File: src/rtl/fetch_stage_if.sv
// Instruction-memory request/ready channel between the fetch stage and imem.
// The fetch stage uses the master side and the memory model uses the slave side.
interface fetch_stage_if #(
   parameter int SIZE = 32
);
   logic            imemReq;
   logic [SIZE-1:0] imemAddr;
   logic            imemReady;
   logic [SIZE-1:0] imemData;

   modport master (
      output imemReq,
      output imemAddr,
      input  imemReady,
      input  imemData
   );

   modport slave (
      input  imemReq,
      input  imemAddr,
      output imemReady,
      output imemData
   );
endinterface

File: src/rtl/fetch_stage.sv
// MIPS fetch stage: owns the pc, fetches over a req/ready channel, and feeds decode
// through a registered output with a one-entry skid buffer and branch redirect/flush.
//
// state | meaning
// REQ   | request outstanding at pc; a completion loads the output or skid buffer
// BUF   | skid buffer holds the word that completed under stall; no request issued
module fetch_stage #(
   parameter int              SIZE     = 32,
   parameter logic [SIZE-1:0] RESET_PC = '0
) (
   input  logic            clk,
   input  logic            rst,
   input  logic            stall,
   input  logic            branchTaken,
   input  logic [SIZE-1:0] branchTarget,
   fetch_stage_if.master   imem,
   output logic [SIZE-1:0] instruction,
   output logic [SIZE-1:0] pcPlus4,
   output logic            valid
);

   typedef enum logic {REQ, BUF} state_t;

   state_t          state, state_nxt;
   logic [SIZE-1:0] pc, pc_nxt;
   logic [SIZE-1:0] buf_instr, buf_instr_nxt;
   logic [SIZE-1:0] buf_pc4, buf_pc4_nxt;
   logic [SIZE-1:0] pending_target, pending_target_nxt;
   logic            discard, discard_nxt;
   logic [SIZE-1:0] instruction_nxt, pc_plus4_nxt;
   logic            valid_nxt;
   logic [SIZE-1:0] target_aligned;
   logic [SIZE-1:0] pc_inc;

   assign target_aligned = branchTarget & ~SIZE'(3);
   assign pc_inc         = pc + SIZE'(4);

   assign imem.imemReq  = (state == REQ) && !rst;
   assign imem.imemAddr = pc;

   always_ff @(posedge clk) begin
      if (rst) begin
         state          <= REQ;
         pc             <= RESET_PC;
         buf_instr      <= '0;
         buf_pc4        <= '0;
         pending_target <= '0;
         discard        <= 1'b0;
         instruction    <= '0;
         pcPlus4        <= '0;
         valid          <= 1'b0;
      end else begin
         state          <= state_nxt;
         pc             <= pc_nxt;
         buf_instr      <= buf_instr_nxt;
         buf_pc4        <= buf_pc4_nxt;
         pending_target <= pending_target_nxt;
         discard        <= discard_nxt;
         instruction    <= instruction_nxt;
         pcPlus4        <= pc_plus4_nxt;
         valid          <= valid_nxt;
      end
   end

   always_comb begin
      state_nxt          = state;
      pc_nxt             = pc;
      buf_instr_nxt      = buf_instr;
      buf_pc4_nxt        = buf_pc4;
      pending_target_nxt = pending_target;
      discard_nxt        = discard;
      instruction_nxt    = instruction;
      pc_plus4_nxt       = pcPlus4;
      valid_nxt          = valid;

      case (state)
         REQ: begin
            if (imem.imemReady) begin
               if (branchTaken) begin
                  pc_nxt      = target_aligned;
                  discard_nxt = 1'b0;
                  valid_nxt   = 1'b0;
               end else if (discard) begin
                  // word belongs to the flushed path; now fetch the remembered target
                  pc_nxt      = pending_target;
                  discard_nxt = 1'b0;
                  if (!stall) valid_nxt = 1'b0;
               end else if (!stall) begin
                  instruction_nxt = imem.imemData;
                  pc_plus4_nxt    = pc_inc;
                  valid_nxt       = 1'b1;
                  pc_nxt          = pc_inc;
               end else begin
                  buf_instr_nxt = imem.imemData;
                  buf_pc4_nxt   = pc_inc;
                  pc_nxt        = pc_inc;
                  state_nxt     = BUF;
               end
            end else begin
               // address must stay stable until ready, so the redirect is deferred
               if (branchTaken) begin
                  discard_nxt        = 1'b1;
                  pending_target_nxt = target_aligned;
                  valid_nxt          = 1'b0;
               end else if (!stall) begin
                  valid_nxt = 1'b0;
               end
            end
         end
         BUF: begin
            if (branchTaken) begin
               pc_nxt    = target_aligned;
               valid_nxt = 1'b0;
               state_nxt = REQ;
            end else if (!stall) begin
               instruction_nxt = buf_instr;
               pc_plus4_nxt    = buf_pc4;
               valid_nxt       = 1'b1;
               state_nxt       = REQ;
            end
         end
         default: state_nxt = REQ;
      endcase
   end

endmodule

File: src/flat_wrapper.sv
// flat-port wrapper written by rule: the top's interface ports become plain ports
module fetch_stage_flat 
#(
   parameter int              SIZE     = 32,
   parameter logic [SIZE-1:0] RESET_PC = '0
)
  (clk, rst, stall, branchTaken, branchTarget, instruction, pcPlus4, valid, imem_imemReq, imem_imemAddr, imem_imemReady, imem_imemData);
  fetch_stage_if #(.SIZE(SIZE)) imem_i ();
  input  logic clk;
  input  logic rst;
  input  logic stall;
  input  logic branchTaken;
  input  logic [SIZE-1:0] branchTarget;
  output logic [SIZE-1:0] instruction;
  output logic [SIZE-1:0] pcPlus4;
  output logic valid;
  output wire logic [$bits(imem_i.imemReq)-1:0] imem_imemReq;
  output wire logic [$bits(imem_i.imemAddr)-1:0] imem_imemAddr;
  input wire logic [$bits(imem_i.imemReady)-1:0] imem_imemReady;
  input wire logic [$bits(imem_i.imemData)-1:0] imem_imemData;
  assign imem_imemReq = imem_i.imemReq;
  assign imem_imemAddr = imem_i.imemAddr;
  assign imem_i.imemReady = imem_imemReady;
  assign imem_i.imemData = imem_imemData;
  fetch_stage #(.SIZE(SIZE), .RESET_PC(RESET_PC)) u_core (.clk(clk), .rst(rst), .stall(stall), .branchTaken(branchTaken), .branchTarget(branchTarget), .imem(imem_i), .instruction(instruction), .pcPlus4(pcPlus4), .valid(valid));
endmodule
File: config.mk
export PLATFORM = sky130hd
export DESIGN_NAME = fetch_stage_flat
export DESIGN_NICKNAME = d
export VERILOG_FILES = /design/src/rtl/fetch_stage_if.sv /design/src/rtl/fetch_stage.sv /design/src/flat_wrapper.sv
export SDC_FILE = /design/constraint.sdc
export NUM_CORES = 1
export LEC_CHECK = 0
export CAP_MARGIN = 15
export CORE_ASPECT_RATIO = 0.6
export CORE_MARGIN = 1
export CORE_UTILIZATION = 56
export DETAILED_ROUTE_END_ITERATION = 16
export GPL_TIMING_DRIVEN = 0
export PLACE_DENSITY_LB_ADDON = 0.12
export SLEW_MARGIN = 20
export SYNTH_ARGS = -nofsm -noshare
export SYNTH_HDL_FRONTEND = slang
export SYNTH_SLANG_ARGS = --single-unit
File: constraint.sdc
create_clock -name clk -period 3.5 [get_ports clk]
set_input_delay 0.7 -clock clk [delete_from_list [all_inputs] [get_ports clk]]
set_output_delay 0.7 -clock clk [all_outputs]
set_load 0.02 [all_outputs]
==> impl_results.md, run 1 <==
- Initial core utilization: approximately 58%
- Worst setup margin: 0.109 ns
- CP max stage delay: 0.59 ns
- Pre-antenna DRT Iters: 6
- Pwr dens: 465 nW/um^2
- Most area-consuming cells after synthesis: dfxtp_1 45%, nand2_1 8.2%, a21oi_1 6.5%
- Area leader, netlist: dfxtp_1
- Post-CTS Setup Bufs: 0
- Critical path capture point type: primary output
- CTS root buffer: clkbuf_16
- CTS tree: done
- Worst Skew: 0.0160 ns
- Achievable Freq: 295 MHz
- Area of the core: approximately 15000 sq um
- DR WL/cell: 19.6 um
- Detailed placer's ending HPWL: ~20000 um
- Global placer's final weighted congestion: approximately 0.95
- Max-slew violations: 0
- Initial antenna violation count: 0
- Util after Layout: 74.4%
- Synth warn: 0
- Post-synth EDFFs: 0
- Period minus WS final: 3.39 ns
- Horiz. Die Dim: 160 um
- Post-CTS Resized: 0
- Cell variety after synth: 56
- Final Hold Vio Count: 0
- Ys async rst share: 0%
- Nature of the critical path startpoint: flop
- Slowest-stage cell, CP: clkdlybuf4s50_1
- # port buffers: between 150 and 200
- # DRC: 0
- Max FO, Critical Path: 10
- Max rail drop VDD: 301 uV
- I/O Pins: 167
- Synthesized area: 8370 sq um
- Gate Count Post-Synth: 1040
- Most frequent cells in the layout: 187 x dfxtp_1, 183 x nand2_1, 159 x clkdlybuf4s50_1, 109 x a21oi_1, 88 x nor2_1
- Worst Max-Slew Pin Slew: 1.28 ns
- Area after DPL: 10200 sq um
- Leading cell type in the layout, fill and taps excluded: dfxtp_1
- Sink Count: 187
- Clock Path Buffers: 2
- Total gr overflow: 0
- Area of the multi-input gates: approximately 4200 sq um
- Vias in the first global route: 8070
- Detail Route Antenna Nets: 0
- Hold buffers post-CTS: 0
- CP arrival: 2.69 ns
- Outcome: finished clean
- Total negative slack: 0 ns
- Antenna cell count: 0
- Primary FF master, synth: dfxtp_1
- Layout area overhead: 29.3%
- Total Wirelength: 28000 um
- Largest net degree at the start of global routing: 21
- Seq/Total Area, Yosys: roughly 45%
- RSZ-0062 raised after global routing: false
- DR iter-0 viols: 1133
- Worst path cell trace: clkbuf_1, clkbuf_1, buf_2, nor2_1, clkdlybuf4s50_1
- Final nets: 1291
- Power consumption: just over 5 mW
- Register area: between 3000 and 4000 sq um
- Max-cap violation count: 0
- Final setup fails: 0
- Max transition margin: ~14%
- Final Cycle Share: between 90% and 100%
- WP data required: 2.80 ns
- Yosys reg bits: 187
- CTS buffer count: 17
- Final Cell Area: 10800 sq um
- Place WS: 0.202 ns
- Skew-Pair Late Insertion Delay: ~0.44 ns
- Fraction of layout instances using a drive strength above 1: ~4.7%
- Via density: 6.18
- # rows: 34
- Worst Hold Class: reg2reg
- H-tree Lvls: 4
- Setup CP Type: reg2out
- Lkg Pwr: 3.58 nW
- Share of the synthesized area in the top cell type: 44.7%
- Die area: roughly 15000 sq um
- Mean Syn Cell Area: 8.04 sq um
- Clock slew at reported path FFs: 0.08 ns
- Number of fill cells: 1176
- Most used cell, CP: clkbuf_1
- Height of the die: 96.7 um
- Gr usage total: 36.2%
- First-pass GRT wire length: 43900 um
- DR vias: 8845
[power breakdown]
| group | switching (mW) | total (mW) | internal, mW |
|---|---|---|---|
| Sequential | 0.0921 | 2.32 | 2.23 |
| Combinational | 0.437 | 0.748 | 0.311 |
| Clock | 0.993 | 1.96 | 0.971 |
| Total | 1.52 | 5.03 | 3.51 |
[critical path: cells and delay by family, from the launching register on]
family | cells | cell delay, ns
flops | 1 | 0.32
simple gates | 1 | 0.09
buf+inv | 4 | 1.84
[per-layer routing]
metal	share of wire (%)	global-route usage [%]	wire, um	up-vias
li1	-	-	-	4078
met1	46	54.7	12900	4232
met2	41	51.7	11600	493
met3	12	8.58	3240	42
met4	1.2	8.42	332	0
met5	0	0	0	-
[per-stage QoR]
stage / std cells / hold WS (ns)
2_1_floorplan: 1043 / 0.431
3_3_place_gp: 1400 / 0.437
3_5_place_dp: 1400 / 0.441
4_1_cts: 1432 / 0.453
5_1_grt: 1432 / 0.475
6_report: 1432 / 0.453
[kinds of logic after synthesis]
logic type	count (synthesis)	synth area share, %
xor+xnor	15	1.57
simple gates	399	21.3
flops	187	44.7
fa+ha+maj	1	0.150
compound gates	298	22.9
other cells	1	0.0448
buf+inv	103	4.95
mux	36	4.32
[layout make-up]
class / count / area share, %
Buffer: 93 / 3.48
Clock buffer: 18 / 3.97
Clock inverter: 14 / 1.60
Inverter: 10 / 0.347
Multi-Input combinational cell: 753 / 39.0
Sequential cell: 187 / 34.6
Tap cell: 198 / 2.29
Timing Repair Buffer: 159 / 14.7
[registers in the layout (all words and copies together), names as in the netlist]
signal	cells
u_core.pcPlus4	30
u_core.state	1
u_core.buf_pc4	30
u_core.buf_instr	32
u_core.pending_target	30
u_core.discard	1
u_core.valid	1
u_core.imem.imemAddr	30
u_core.instruction	32
[final timing paths]
kind	from	endpoint	slack (ns)	cells past startpoint
max reg2reg	u_core.imem.imemAddr[2]$_SDFFE_PP0P_	u_core.imem.imemAddr[31]$_SDFFE_PP0P_	0.53	5
min reg2reg	u_core.pending_target[15]$_SDFFE_PP0P_	u_core.pending_target[15]$_SDFFE_PP0P_	0.45	2
max	u_core.state$_SDFF_PP0_	imem_imemReq	0.11	5
min	u_core.pending_target[15]$_SDFFE_PP0P_	u_core.pending_target[15]$_SDFFE_PP0P_	0.45	2
[synthesized netlist by cell type, drive strengths merged (2+ instances only)]
cell    number
inv         10
o21a         4
o221ai       4
o21ai       38
a31oi       19
or3          5
nand2      183
nand2b      12
dfxtp      187
a21oi      109
buf         17
o31a         6
xnor2       12
nor2        88
a21o         4
a221o        6
and4         5
a21boi       2
xor2         3
o211ai      11
a221oi      11
clkbuf      76
nand4       10
mux2i       35
a32o         3
o311ai       4
nor3        39
nand3       31
or4          2
and3         9
a22oi        5
o31ai        7
nor4        11
a311oi       2
o22ai        2
a211oi      49
a41oi        2
o21bai       3
o221a        3
No activity file was read; power rests on OpenSTA's default activity.
==> run 2, diff against run 1 <==
- SLEW_MARGIN: 20 -> not set
==> results of run 2 <==
Same layout as run 1: the final DEF is identical, and so are final timing and power.
